==> src/rtl/multiplicand_pkg.sv <==
// Shared constants and types for the multiplicand operand buffer.
// The optional negated head output is built only when MULTIPLICAND_NEG_EN is defined.
package multiplicand_pkg;

  // Default operand width and queue depth for the sequential multiplier.
  localparam int DEFAULT_WIDTH = 32;
  localparam int DEFAULT_DEPTH = 4;

  // One queued operand at the default width: its mode flag and raw data.
  typedef struct packed {
    logic                     isSigned;
    logic [DEFAULT_WIDTH-1:0] data;
  } entry_t;

  // Pointer width for a queue of the given depth; never narrower than one bit.
  function automatic int ptrWidth(input int depth);
    return (depth > 1) ? $clog2(depth) : 1;
  endfunction

endpackage

==> src/rtl/multiplicand_store.sv <==
// Register array that holds the queued operands, each with its mode flag.
// One synchronous write port and a combinational read selected by the read pointer.
// Contents are never reset; only the pointers in the parent decide what is valid.
module multiplicand_store
  import multiplicand_pkg::*;
#(
  parameter int WIDTH = DEFAULT_WIDTH,
  parameter int DEPTH = DEFAULT_DEPTH
) (
  input  logic                       clk,
  input  logic                       i_wrEn,
  input  logic [ptrWidth(DEPTH)-1:0] i_wrPtr,
  input  logic [WIDTH:0]             i_wrData,
  input  logic [ptrWidth(DEPTH)-1:0] i_rdPtr,
  output logic [WIDTH:0]             o_rdData
);

  logic [WIDTH:0] r_mem [DEPTH];

  // Capture the incoming entry into the slot addressed by the write pointer.
  always_ff @(posedge clk) begin
    if (i_wrEn) begin
      r_mem[i_wrPtr] <= i_wrData;
    end
  end

  assign o_rdData = r_mem[i_rdPtr];

endmodule

==> src/rtl/multiplicand_buffer.sv <==
// First-word-fall-through multiplicand queue for the sequential multiplier.
// Each entry remembers whether it is signed; the head is presented extended to WIDTH+1 bits.
// Define MULTIPLICAND_NEG_EN to add Multiplicand_neg_out, the negated head for the subtract path.
module multiplicand_buffer
  import multiplicand_pkg::*;
#(
  parameter int WIDTH = DEFAULT_WIDTH,
  parameter int DEPTH = DEFAULT_DEPTH
) (
  input  logic                     clk,
  input  logic                     Reset_n,
  input  logic                     Clear,
  input  logic                     W_ctrl,
  input  logic [WIDTH-1:0]         Multiplicand_in,
  input  logic                     Signed_in,
  output logic                     W_ready,
  input  logic                     Pop,
  output logic                     Out_valid,
  output logic [WIDTH:0]           Multiplicand_out,
  output logic [$clog2(DEPTH):0]   Count,
  output logic                     Overflow
`ifdef MULTIPLICAND_NEG_EN
  ,
  output logic [WIDTH:0]           Multiplicand_neg_out
`endif
);

  localparam int PW = ptrWidth(DEPTH);
  localparam int CW = $clog2(DEPTH) + 1;

  localparam logic [PW-1:0] PTR_ONE  = PW'(1);
  localparam logic [CW-1:0] CNT_ONE  = CW'(1);
  localparam logic [CW-1:0] CNT_FULL = CW'(DEPTH);

  typedef struct packed {
    logic             isSigned;
    logic [WIDTH-1:0] data;
  } entryT;

  logic [PW-1:0] r_wrPtr;
  logic [PW-1:0] r_rdPtr;
  logic [CW-1:0] r_count;
  logic          r_overflow;

  logic  w_notFull;
  logic  w_notEmpty;
  logic  w_push;
  logic  w_pop;
  entryT w_wrEntry;
  entryT w_head;

  assign w_notFull  = (r_count != CNT_FULL);
  assign w_notEmpty = (r_count != '0);
  assign w_push     = W_ctrl & w_notFull;
  assign w_pop      = Pop & w_notEmpty;

  assign w_wrEntry.isSigned = Signed_in;
  assign w_wrEntry.data     = Multiplicand_in;

  multiplicand_store #(
    .WIDTH (WIDTH),
    .DEPTH (DEPTH)
  ) u_store (
    .clk      (clk),
    .i_wrEn   (w_push & ~Clear),
    .i_wrPtr  (r_wrPtr),
    .i_wrData (w_wrEntry),
    .i_rdPtr  (r_rdPtr),
    .o_rdData (w_head)
  );

  // Queue bookkeeping: Clear flushes everything, otherwise pointers advance on
  // accepted pushes/pops and a write against a full queue latches Overflow.
  always_ff @(posedge clk or negedge Reset_n) begin
    if (!Reset_n) begin
      r_wrPtr    <= '0;
      r_rdPtr    <= '0;
      r_count    <= '0;
      r_overflow <= 1'b0;
    end else if (Clear) begin
      r_wrPtr    <= '0;
      r_rdPtr    <= '0;
      r_count    <= '0;
      r_overflow <= 1'b0;
    end else begin
      if (w_push) begin
        r_wrPtr <= r_wrPtr + PTR_ONE;
      end
      if (w_pop) begin
        r_rdPtr <= r_rdPtr + PTR_ONE;
      end
      if (w_push && !w_pop) begin
        r_count <= r_count + CNT_ONE;
      end else if (w_pop && !w_push) begin
        r_count <= r_count - CNT_ONE;
      end
      if (W_ctrl && !w_notFull) begin
        r_overflow <= 1'b1;
      end
    end
  end

  assign W_ready   = w_notFull;
  assign Out_valid = w_notEmpty;
  assign Count     = r_count;
  assign Overflow  = r_overflow;

  // Present the head operand extended by its own mode; an empty queue reads as zero.
  always_comb begin
    Multiplicand_out = '0;
    if (w_notEmpty) begin
      Multiplicand_out = {w_head.isSigned & w_head.data[WIDTH-1], w_head.data};
    end
  end

`ifdef MULTIPLICAND_NEG_EN
  localparam logic [WIDTH:0] ZERO_EXT = '0;

  // Negation wraps at WIDTH+1 bits, so an empty (zero) head negates to zero.
  assign Multiplicand_neg_out = ZERO_EXT - Multiplicand_out;
`endif

endmodule

==> config.mk <==
export PLATFORM = sky130hd
export DESIGN_NAME = multiplicand_buffer
export DESIGN_NICKNAME = d
export VERILOG_FILES = /design/src/rtl/multiplicand_pkg.sv /design/src/rtl/multiplicand_store.sv /design/src/rtl/multiplicand_buffer.sv
export SDC_FILE = /design/constraint.sdc
export NUM_CORES = 1
export LEC_CHECK = 0
export CAP_MARGIN = 20
export CORE_ASPECT_RATIO = 1.75
export CORE_UTILIZATION = 59
export CTS_CLUSTER_DIAMETER = 80
export DETAILED_ROUTE_END_ITERATION = 10
export PLACE_DENSITY = 0.95
export SYNTH_ARGS = -nofsm -noshare
export SYNTH_HDL_FRONTEND = slang
export SYNTH_SLANG_ARGS = --single-unit
==> constraint.sdc <==
create_clock -name clk -period 5.7 [get_ports clk]
set_clock_uncertainty 0.05 [all_clocks]
set_input_delay 1.71 -clock clk [delete_from_list [all_inputs] [get_ports clk]]
set_output_delay 1.71 -clock clk [all_outputs]
set_load 0.005 [all_outputs]
==> flow_summary_export.csv <==
group,metric,value,unit
detailed_routing,ant_nets,0,
synthesis,seq_area_frac_synth,74.09,%
worst_setup_path,r2r_slack,3260,ps
clock_tree,cts_made_buffers,17,
detailed_routing,route.met3.wl,503,um
timing,period_minus_slack,4572,ps
detailed_routing,avgRoutedWirePerCell,22.27,um
detailed_routing,highest_layer,"met4",
worst_setup_path,crit_required,3940,ps
timing,finalHoldViolCount,0,
worst_setup_path,end_kind,"output port",
finish,n_antenna_cell,0,
clock_tree,ctsResizeCount,0,
timing,slew_viol_final,0,
worst_setup_path,crit_chain,"buf_4, mux4_2, and2_1, clkdlybuf4s50_1",
clock_tree,cts_tree,"built",
timing,timing.fmax,218.7,MHz
synthesis,yosys_warnings,0,
worst_hold_path,holdCritStartpoint,"Overflow",
worst_hold_path,min_to,"Overflow",
worst_setup_path,slowest_delay,720,ps
detailed_routing,finalWirelength,10960,um
power,p_leak,2.367,nW
detailed_routing,met1_length,4138,um
floorplanning,dieArea,9936,sq um
global_routing,first_global_vias,3090,
clock_tree,postCtsSetupRepairBufs,0,
synthesis,yosysUniqueCellTypes,37,
placed_design,routabilityCongestion,0.8173,
worst_setup_path,crit_buf_inv,2,
synthesis,synth_top_area_share,70.53,%
clock_tree,htree_levels,4,
timing,tns,0,ps
timing,worst_pin_slew,929.5,ps
detailed_routing,drt_iter0_markers,294,
synthesis,synthesis.area,5620,sq um
worst_setup_path,critPathArrivalTime,2810,ps
worst_setup_path,worstReg2RegStart,"Count[2]",
power,vdd_drop_max,0.3238,mV
floorplanning,core_area,9151,sq um
outcome,outcome,"finished, final reports clean",
finish,syn_to_final_growth,26.85,%
detailed_routing,num_vias,2938,
timing,relSlewSlack,38.03,%
detailed_routing,firstDrtPassIters,5,
placed_design,post-dp-hpwl,6275,um
clock_tree,cts.clk_slew.worst_paths,60,ps
synthesis,synth_top_cell_by_area,"edfxtp_1",
clock_tree,root_buffer,"clkbuf_16",
global_routing,antenna_found_initial,0,
worst_hold_path,hold_class,"reg2reg",
synthesis,synth-async-reset-ratio,5.714,%
floorplanning,num_io_pins,77,
worst_setup_path,reg2reg_to,"Count[1]",
detailed_routing,drc,0,
global_routing,track_usage,24.73,%
synthesis,ys_ff_latch,140,
worst_hold_path,min_path_cells,2,
synthesis,syn_area_per_cell,20.29,sq um
clock_tree,hold_buffers,0,
finish,final_net_count,402,
floorplanning,die_w,75.78,um
power,power_density,442.9,nW/um^2
timing,setup_viol,0,
global_routing,grt_pass1_wl,16940,um
finish,drive_gt1_share,18.01,%
worst_setup_path,critPathTopFamily,"buffers and inverters",
clock_tree,cts_sinks,140,
floorplanning,start_util,61.42,%
synthesis,synth_ff_type,"edfxtp_1",
synthesis,syn_inst,277,
synthesis,synthesis.nets,320,
timing,rsz0062_at_grt,"false",
global_routing,grt_overflow,0,
floorplanning,row_count,46,
worst_setup_path,worst_path_max_delay_cell,"dfrtp_2",
worst_setup_path,worstRegToRegCells,7,
detailed_routing,wl_met2,6005,um
clock_tree,clk_latency,410,ps
synthesis,synth-edff-count,132,
worst_setup_path,start_kind,"flop",
global_routing,grt_start_max_net_pins,37,
floorplanning,dieHeight,131.1,um
synthesis,synth_area_leaders,"edfxtp_1, mux4_2, and2_1",
flow_run,maxCapViolations,0,
worst_setup_path,crit_fanout,19,
power,finalPower,3.158,mW
clock_tree,cts_buffer_depth,2,
worst_setup_path,critical_path_class,"reg2out",
placed_design,io_buffers,76,
detailed_routing,routed_via_density,5.972,
timing,finalCritPeriodShare,80.21,%
kinds of logic after synthesis:
group,after synthesis,synth area share (%)
simple gates,59,6.078
flops,140,74.09
compound gates,14,1.626
mux,34,13.74
buf+inv,21,2.605
fa+ha+maj,5,1.247
xor+xnor,4,0.6234
metal layers:
| layer | up-vias | GRT usage (%) |
|---|---|---|
| li1 | 1269 | - |
| met1 | 1498 | 32.45 |
| met2 | 145 | 37.17 |
| met3 | 26 | 5.445 |
| met4 | 0 | 15.12 |
| met5 | - | 0 |
where the power goes:
part / switching (mW) / internal (mW)
Sequential: 0.0535 / 1.18
Combinational: 0.264 / 0.400
Clock: 0.397 / 0.858
Total: 0.714 / 2.44
state kept, by name, indices dropped and copies added (netlist names):
register and flops:
r_wrPtr 2, Count 3, r_rdPtr 2, Overflow 1, u_store.r_mem 132
placed cells by master (no fill, tap or decap), types with 2 or more instances in the layout:
master	netlist	routed
bufinv_16	0	7
clkbuf_16	0	17
clkdlybuf4s50_1	0	76
o21ai_0	2	2
a21oi_1	4	4
xnor2_1	2	2
clkinv_2	0	2
nand3_1	3	3
inv_1	5	5
ha_1	4	4
nand2_1	6	6
dfrtp_1	8	7
xor2_1	2	2
and2_2	0	4
buf_4	1	2
mux4_2	28	28
and2_1	36	32
clkinv_1	0	3
nor2_1	6	6
edfxtp_1	132	132
mux4_1	5	5
synthesized netlist by cell type, types with 2 or more instances:
cell,number
a21oi_1,4
nand3_1,3
and2_1,36
xor2_1,2
mux4_2,28
clkbuf_1,5
mux4_1,5
buf_12,3
edfxtp_1,132
nor2_1,6
dfrtp_1,8
xnor2_1,2
nand2_1,6
buf_2,6
o21ai_0,2
ha_1,4
inv_1,5
per-stage QoR:
step	hold slack, ps	cells	worst slack, ps	area (sq um)	util (%)
finish	463.8	492	1128	7129	77.91
global placement	430.6	459	1556	6425	70.21
global route	506.8	492	929.6	7129	77.91
detailed placement	453.5	459	1564	6425	70.21
floorplan	436.0	277	2308	5620	-
CTS	468.1	491	1063	7102	77.60
how the worst max path moves through the flow:
stage | start | to | slack, ps | cells after the start
detailed placement | r_rdPtr[0] | Multiplicand_out[23] | 1560 | 4
finish | r_rdPtr[0] | Multiplicand_out[28] | 1130 | 4
floorplan | W_ctrl | u_store.r_mem[0][0] | 2310 | 4
global placement | r_rdPtr[0] | Multiplicand_out[23] | 1560 | 4
global route | r_rdPtr[0] | Multiplicand_out[2] | 930 | 4
CTS | r_rdPtr[0] | Multiplicand_out[28] | 1060 | 4
cell type report:
class                   count  area, sq um
clock buffers              18        429.2
multi-input cells         116         1315
flip-flops and latches    140         4165
clock inverters            14        247.7
fillers                   450         2022
inverters                   5        18.77
well taps                 120        150.1
repair buffers             79        803.3
worst reg2reg max path, delay by kind of cell (launching register included):
| family | cells | cell delay, ps |
|---|---|---|
| fa+ha+maj | 1 | 480 |
| compound gates | 4 | 700 |
| simple gates | 2 | 570 |
| flops | 1 | 540 |
Power figures use the tool's default switching activity.
